==> src/rtl/pixel_write_buffer.sv <==
// Pixel write buffer: clips and queues incoming coordinates, issues linear framebuffer
// writes under back-pressure, and runs a drain-then-sweep screen clear on request.
module pixel_write_buffer #(
    parameter int unsigned DEPTH  = 16,
    parameter int unsigned WIDTH  = 640,
    parameter int unsigned HEIGHT = 480,
    parameter int unsigned ADDR_W = 19
) (
    input  logic                         clk,
    input  logic                         reset,
    input  logic                         pix_valid,
    output logic                         pix_ready,
    input  logic [9:0]                   pix_x,
    input  logic [8:0]                   pix_y,
    input  logic                         pix_color,
    input  logic                         clear_req,
    output logic                         clear_busy,
    input  logic                         fb_ready,
    output logic                         fb_we,
    output logic [ADDR_W-1:0]            fb_addr,
    output logic                         fb_data,
    output logic [15:0]                  drop_count,
    output logic [$clog2(DEPTH+1)-1:0]   fifo_level
);

    localparam int unsigned       PTR_W     = $clog2(DEPTH);
    localparam int unsigned       LVL_W     = $clog2(DEPTH + 1);
    localparam logic [ADDR_W-1:0] LAST_ADDR = ADDR_W'(WIDTH * HEIGHT - 1);
    localparam logic [ADDR_W:0]   CLR_END   = (ADDR_W + 1)'(WIDTH * HEIGHT);

    typedef enum logic [1:0] {RUN, DRAIN, CLEAR} state_t;

    typedef struct packed {
        logic              color;
        logic [ADDR_W-1:0] addr;
    } entry_t;

    state_t            state, state_next;
    entry_t            mem [DEPTH];
    entry_t            head;
    logic [PTR_W-1:0]  wr_ptr, rd_ptr;
    logic [LVL_W-1:0]  count;
    logic [ADDR_W:0]   clr_cnt;
    logic [ADDR_W-1:0] pix_addr;
    logic              fifo_full, fifo_empty, in_range, accept, push, pop;
    logic              out_free, clear_issue, clear_done;

    assign fifo_full   = (count == LVL_W'(DEPTH));
    assign fifo_empty  = (count == '0);
    assign pix_ready   = !fifo_full && (state == RUN);
    assign clear_busy  = (state != RUN);
    assign fifo_level  = count;

    assign in_range    = (32'(pix_x) < WIDTH) && (32'(pix_y) < HEIGHT);
    assign accept      = pix_valid && pix_ready;
    assign push        = accept && in_range;
    assign pix_addr    = ADDR_W'(pix_y) * ADDR_W'(WIDTH) + ADDR_W'(pix_x);

    // The output register may take a new word when it is idle or retiring its current one.
    assign out_free    = !fb_we || fb_ready;
    assign pop         = out_free && !fifo_empty && (state != CLEAR);
    assign clear_issue = out_free && (state == CLEAR) && (clr_cnt < CLR_END);
    assign clear_done  = (state == CLEAR) && fb_we && fb_ready && (fb_addr == LAST_ADDR);
    assign head        = mem[rd_ptr];

    // NOTE: the storage array carries no reset; only pointers and count define validity.
    always_ff @(posedge clk) begin
        if (push) mem[wr_ptr] <= '{color: pix_color, addr: pix_addr};
    end

    // NOTE: all clocked state uses non-blocking assignments so every register sees pre-edge values.
    always_ff @(posedge clk or posedge reset) begin
        if (reset) begin
            wr_ptr <= '0;
            rd_ptr <= '0;
            count  <= '0;
        end else begin
            if (push) wr_ptr <= wr_ptr + PTR_W'(1);
            if (pop)  rd_ptr <= rd_ptr + PTR_W'(1);
            case ({push, pop})
                2'b10:   count <= count + LVL_W'(1);
                2'b01:   count <= count - LVL_W'(1);
                default: count <= count;
            endcase
        end
    end

    always_ff @(posedge clk or posedge reset) begin
        if (reset) begin
            drop_count <= '0;
        end else if (accept && !in_range && drop_count != 16'hFFFF) begin
            drop_count <= drop_count + 16'd1;
        end
    end

    always_ff @(posedge clk or posedge reset) begin
        if (reset) state <= RUN;
        else       state <= state_next;
    end

    // NOTE: next-state gets its default before the case, so no path leaves it unassigned (no latch).
    always_comb begin
        state_next = state;
        case (state)
            RUN:     if (clear_req) state_next = DRAIN;
            DRAIN:   if (fifo_empty && out_free) state_next = CLEAR;
            CLEAR:   if (clear_done) state_next = RUN;
            default: state_next = RUN;
        endcase
    end

    // Sweep counter holds the next address to issue; it restarts whenever the sweep is inactive.
    always_ff @(posedge clk or posedge reset) begin
        if (reset)                clr_cnt <= '0;
        else if (state != CLEAR)  clr_cnt <= '0;
        else if (clear_issue)     clr_cnt <= clr_cnt + (ADDR_W + 1)'(1);
    end

    always_ff @(posedge clk or posedge reset) begin
        if (reset) begin
            fb_we   <= 1'b0;
            fb_addr <= '0;
            fb_data <= 1'b0;
        end else if (pop) begin
            fb_we   <= 1'b1;
            fb_addr <= head.addr;
            fb_data <= head.color;
        end else if (clear_issue) begin
            fb_we   <= 1'b1;
            fb_addr <= clr_cnt[ADDR_W-1:0];
            fb_data <= 1'b0;
        end else if (out_free) begin
            fb_we   <= 1'b0;
        end
    end

endmodule

==> config.mk <==
export PLATFORM = sky130hd
export DESIGN_NAME = pixel_write_buffer
export DESIGN_NICKNAME = d
export VERILOG_FILES = /design/src/rtl/pixel_write_buffer.sv
export SDC_FILE = /design/constraint.sdc
export NUM_CORES = 1
export LEC_CHECK = 0
export BUFFER_PORTS_ARGS = -buffer_cell sky130_fd_sc_hd__buf_2
export CAP_MARGIN = 20
export CORE_MARGIN = 2
export CORE_UTILIZATION = 40
export CTS_CLUSTER_SIZE = 30
export DETAILED_ROUTE_END_ITERATION = 8
export GPL_ROUTABILITY_DRIVEN = 1
export HOLD_SLACK_MARGIN = 0.02
export SLEW_MARGIN = 20
export SYNTH_ARGS = -nofsm -noshare
export SYNTH_HDL_FRONTEND = slang
export SYNTH_SLANG_ARGS = --single-unit
==> constraint.sdc <==
create_clock -name clk -period 8.4 [get_ports clk]
set_clock_uncertainty 0.05 [all_clocks]
set_input_delay 0.42 -clock clk [delete_from_list [all_inputs] [get_ports clk]]
set_output_delay 0.42 -clock clk [all_outputs]
set_load 0.02 [all_outputs]
After elaboration in Yosys (flattened, before gate mapping)
Memories as Yosys holds them, arrays and structs flattened.
Index checks and enable logic that the tools add are counted.
{"block": "classes", "shifts": 0, "multipliers": 1, "addsub": 7, "magnitude_cmp": 3, "eq_ne": 11, "bitwise_logic": 0, "n_reduce_logical": 27, "n_mux": 16, "div": 0}
{"cell": "two-way mux 20 bit", "n": 2}
{"cell": "two-way mux 19 bit", "n": 2}
{"cell": "adder 20 x 1 -> 20 bit, second input constant", "n": 1}
{"cell": "less-than comparator 20 x 19 -> 1 bit, second input constant", "n": 1}
{"cell": "adder 19 x 10 -> 19 bit", "n": 1}
{"cell": "== test 19 bit, second input constant", "n": 1}
{"cell": "adder 16 x 1 -> 16 bit, second input constant", "n": 1}
{"cell": "!= test 16 bit, second input constant", "n": 1}
{"cell": "logical AND 1 bit", "n": 14}
{"cell": "multiplier 9 x 3 -> 12 bit, second input constant", "n": 1}
{"cell": "less-than comparator 10 bit, second input constant", "n": 1}
{"cell": "case mux 5 bit (2 select lines)", "n": 1}
{"cell": "less-than comparator 9 bit, second input constant", "n": 1}
{"cell": "adder 4 x 1 -> 4 bit, second input constant", "n": 2}
{"cell": "!= test 2 bit, second input constant", "n": 4}
{"cell": "nonzero test 2 bit", "n": 4}
{"cell": "two-way mux 1 bit", "n": 7}
{"cell": "two-way mux 2 bit", "n": 3}
{"cell": "case mux 2 bit (3 select lines)", "n": 1}
{"cell": "adder 5 x 1 -> 5 bit, second input constant", "n": 1}
{"cell": "== test 5 bit, second input constant", "n": 1}
{"cell": "logical NOT 5 bit", "n": 1}
{"cell": "subtractor 5 x 1 -> 5 bit, second input constant", "n": 1}
{"cell": "== test 2 x 1 -> 1 bit, second input constant", "n": 2}
{"cell": "6 further kinds", "n": 10}
{"block": "word_totals", "mem_bits_rw": 320, "in_bits": 25, "regBits": 72, "latchBits": 0, "romBits": 0, "out_inout_bits": 44, "memories": 1, "wordCells": 75}
{"memory": "mem", "words": 16, "width": 20, "rd": 1, "rd_ports_with_merged_regs": 0, "write_ports": 1, "line": "39", "rtl": "entry_t mem [DEPTH];"}

Depth between registers and ports, before layout
{"block": "depth", "depth_word": 7, "depth_mapped": 14, "ltp_nobuf": 14}

Worst setup path after synthesis
Ideal clock, no wire load.
{"block": "synth_timing", "path_type": "input-to-reg", "startpoint": "input pix_y[1]", "endpoint": "memory mem[0][18] (netlist name), data pin", "required_time_ps": 8020, "setup_slack_ps": 5139, "n_path_buf": 0, "path_stages": 9, "setup_time_ps": 330, "arrival_ps": 2880, "path_cell_list": "ha_1 ha_1 fa_1 a21oi_1 nor2_1 a211oi_1 xnor2_1 nand4_1 o21ai_0"}
{"block": "synth_via", "elab_chain_len": 2}
{"item": "start, declared", "line": "14", "rtl": "input logic [8:0] pix_y,"}
{"item": "multiplier 9 x 3 -> 12 bit", "line": "57", "rtl": "assign pix_addr = ADDR_W'(pix_y) * ADDR_W'(WIDTH) + ADDR_W'(pix_x);"}
{"item": "adder 19 x 10 -> 19 bit", "line": "57"}
{"item": "named net pix_addr[18]", "line": "44", "rtl": "logic [ADDR_W-1:0] pix_addr;"}
{"item": "end, declared", "line": "39"}
The timed path passes the listed nets, and every way through them passes these cells.

Worst setup path in the final report
{"block": "layout_timing", "startpoint": "register state[0]", "endpoint": "register count[4], in the netlist fifo_level[4]"}
{"block": "layout_via", "elab_chain_len": 6, "elab_cells_between_ends": 10, "classes_between": "3 x eq/ne; 1 x mux; 6 x reduce/logical"}
{"item": "start, declared", "line": "38", "rtl": "state_t state, state_next;"}
{"item": "start signal, assigned", "line": "98", "rtl": "else state <= state_next;"}
{"item": "logical NOT 2 bit", "line": "50", "rtl": "assign pix_ready = !fifo_full && (state == RUN);"}
{"item": "logical AND 1 bit", "line": "50"}
{"item": "logical AND 1 bit", "line": "55", "rtl": "assign accept = pix_valid && pix_ready;"}
{"item": "logical AND 1 bit", "line": "56", "rtl": "assign push = accept && in_range;"}
{"item": "== test 2 x 1 -> 1 bit or == test 2 bit (tied branches)", "line": "80", "rtl": "case ({push, pop})"}
{"item": "case mux 5 bit (2 select lines) or nonzero test 2 bit (tied branches)"}
{"item": "end signal, assigned", "line": "81", "rtl": "2'b10: count <= count + LVL_W'(1);"}
{"item": "end signal, assigned", "line": "82", "rtl": "2'b01: count <= count - LVL_W'(1);"}
{"item": "end signal, assigned", "line": "83", "rtl": "default: count <= count;"}
{"item": "end, declared", "line": "42", "rtl": "logic [LVL_W-1:0] count;"}
Parallel ways exist; a longest one is shown, timed or not.
A chain may end at the register's enable or synchronous reset.

==> summary.md <==
| Metric | Value |
|---|---|
| Most frequent cell after synthesis | edfxtp_1 |
| Leakage | 6.585 nW |
| Cell area power density | 309.8 mW/mm2 |
| Total grt overflow | 0 |
| Post-Synthesis Cells | 899 |
| Port Buf Inserts | 68 |
| Synthesized area | 0.01618 mm2 |
| Fin nets | 1057 |
| Post-route cell area | 0.01869 mm2 |
| Worst Hold Path Cells | 3 |
| Root Driver | clkbuf_16 |
| Worst Path Buf+Inv | 3 |
| Reg-to-reg critical path startpoint | state[0] |
| Worst-Margin Slew | 1.080 ns |
| CTS hold repair buffers | 0 |
| Post-synth EDFFs | 320 |
| Hold Vio Cnt, Final | 0 |
| Worst r2r path cells | 12 |
| Crit path DAT | 4.02 ns |
| Setup TNS Final | 0 ns |
| Most used cell, CP | inv_1 |
| Routed length per placed instance | 22.06 um |
| Total CTS buffers | 42 |
| Distinct cells, synth | 47 |
| Flop-to-flop setup slack | 4.76 ns |
| Critical path, cell by cell | nand2b_1 > nand3_1 > inv_2 > ha_1 > inv_1 > fa_1 > inv_1 > a21o_1 > a21oi_1 > xnor2_1 > nor2_1 > xor2_1 |
| Row count | between 70 and 80 |
| Setup Buffers After CTS | 0 |
| Antenna Nets Post-Route | 0 |
| Tcrit/Tclk final | 0.4339 |
| RSZ-0062 raised after global routing | false |
| Post-DP HPWL | between 20000 and 25000 um |
| CP Class | reg2reg |
| Initial DRC Count | 817 |
| Status | complete, no violations |
| Hold endpoint | state[0] |
| Non-Filler Instances | 1557 |
| Synthesis Warnings | 0 |
| Worst Path Required | just under 9 ns |
| Synth area leader | edfxtp_1 |
| Core Area | roughly 0.040 mm2 |
| Fillcell total | ~3400 |
| Max IR drop VDD | 0.2486 mV |
| Ranking of synthesized cells by area | edfxtp_1 (59%), mux4_2 (14%), dfrtp_1 (11%) |
| Inst Count DP | roughly 1500 |
| Synth top cells by count | edfxtp_1 (320), mux4_2 (100), dfrtp_1 (72) |
| Area grow syn2layout | 15.52% |
| Max-Cap Viols | 0 |
| RR Endpoint | fifo_level[4] |
| CP max FO | 25 |
| Routed wire length | 34350 um |
| TritonCTS sink count | 392 |
| # setup viols final | 0 |
| Sequential share of the synthesized area | 0.7054 |
| Primary FF master, synth | edfxtp_1 |
| Synth Register Bits | 392 |
| All-Layer GR Usage | 0.1685 |
| Layout cells sized above 1 | 0.2762 |
| Latest clock arrival within the worst-skew pair | 0.56 ns |
| Routability Congestion | about 0.8 |
| Area post-placement | 0.01725 mm2 |
| Type of the worst min-delay path | in2reg |
| Initial Util | 0.4062 |
| Pin count of the biggest net entering global routing | 73 |
| CP peak stage delay | roughly 0.67 ns |
| Vias in the first global route | 8548 |
| Initial antenna violation count | 0 |
| Crit path launch type | flop |
| Yosys top cell area share | 0.5941 |
| Hold path start | clear_req |
| Rel. slew slack | 0.2777 |
| Kind of cell adding the most delay to the critical path | simple AND/OR/NAND/NOR gates |
| Slew Limit Fails | 0 |
| H-tree depth | 2 |
| Post-CTS Resized | 0 |
| Mapped Avg Cell Area | around 18 um2 |
| TritonCTS clock tree | built |
| Vias | 8384 |
| Final worst path period need | 3.644 ns |
| CP endpoint kind | flop |
| Clk buf depth | 3 |
| Async SR Flop Fraction | 0.1837 |
| Top Ports | 69 |
| Via/cell ratio | 5.385 |
| DIE AREA | about 0.042 mm2 |
| Antenna cells | 0 |
| Synthesized Nets | 955 |
| Die extent in y | about 210 um |
| Fmax | 274.4 MHz |
| Router iterations before antenna repair | 5 |
| Slowest CP cell | nand2b_1 |
| Global-route wire length before repair | 52350 um |
| CTS clock-pin slew for the worst setup and hold paths | 0.05 ns |
| Drt drc | 0 |
| Die Width | between 200 and 250 um |
-- worst min-delay path: stages --
cell	delay (ns)
buf_2	0.09
nor2_1	0.08
a211oi_1	0.05
-- registers in the layout, summed over array words and instances (netlist names) --
register / count
state: 2
fifo_level: 5
wr_ptr: 4
rd_ptr: 4
drop_count: 16
fb_data: 1
clr_cnt: 20
fb_we: 1
mem: 320
fb_addr: 19
-- final cells by class --
| cell class | instances | area (um2) | share of cell area |
|---|---|---|---|
| repair buffers | 92 | 520.5 | 0.02785 |
| clock buffers | 51 | 1085 | 0.05805 |
| well taps | 525 | 656.9 | 0.03515 |
| clock inverters | 24 | 310.3 | 0.01661 |
| flip-flops and latches | 392 | 11420 | 0.6110 |
| multi-input cells | 453 | 4622 | 0.2473 |
| inverters | 20 | 75.07 | 0.004017 |
-- layer usage --
layer,wire length [um],track usage,vias to the layer above,part of all wire
met5,0,0,-,0
met1,15180,0.2382,4349,0.44
met4,613,0.04522,0,0.018
met2,16400,0.2699,239,0.48
met3,2159,0.03102,49,0.063
li1,-,-,3747,-
-- per-stage QoR --
stage               power, mW  setup slack (ns)    util  hold slack, ns
finish                  5.789             4.756  0.4692         0.09793
global route            6.059             4.401  0.4692          0.1214
CTS                     5.850             4.708  0.4681         0.07557
detailed placement      3.973             4.695  0.4331          0.4340
global placement        3.950             4.734  0.4331          0.4186
floorplan               3.521             5.139       -          0.4028
-- power by group --
| group | total [mW] | switching (mW) | internal (mW) | leakage [nW] |
|---|---|---|---|---|
| logic | 1.47 | 0.779 | 0.693 | 2.10 |
| registers | 2.44 | 0.165 | 2.28 | 3.80 |
| clock network | 1.88 | 0.739 | 1.14 | 0.684 |
-- logic make-up (layout without fill, tap and decap cells) --
family	after synthesis	count (layout)	synth area share
XOR/XNOR	52	52	0.02816
buffers and inverters	54	187	0.01470
AO/OA/AOI/OAI	63	63	0.02622
multiplexers	103	103	0.1412
flip-flops	392	392	0.7054
adder cells (fa/ha/maj)	31	31	0.02537
AND/OR/NAND/NOR	204	204	0.05886
-- cells in the final DEF, fill, tap and decap left out, types with 7 or more instances in the layout --
master / count
clkinv_2: 7
a21oi_1: 10
nor2_2: 12
clkbuf_16: 42
nand3_1: 20
nor2_1: 39
dfrtp_1: 69
inv_1: 18
nand2_1: 68
buf_4: 24
xnor2_1: 22
clkbuf_1: 9
nand4_1: 17
a22oi_1: 16
and3_1: 7
mux4_2: 100
nor4_1: 7
ha_1: 28
buf_2: 68
o21ai_0: 15
xor2_1: 24
bufinv_16: 7
edfxtp_1: 320
nor3_1: 10
-- how the worst max path moves through the flow --
stage,startpoint,to,slack (ns),cells past startpoint
after CTS,state[0],fifo_level[4],4.71,12
after global routing,state[0],fifo_level[4],4.40,12
after global placement,state[0],fifo_level[4],4.73,12
final,state[0],fifo_level[4],4.76,12
after floorplan,pix_y[1],mem[0][18],5.14,9
after detailed placement,pix_y[1],mem[12][17],4.70,10
(Power assumes the default switching activity.)
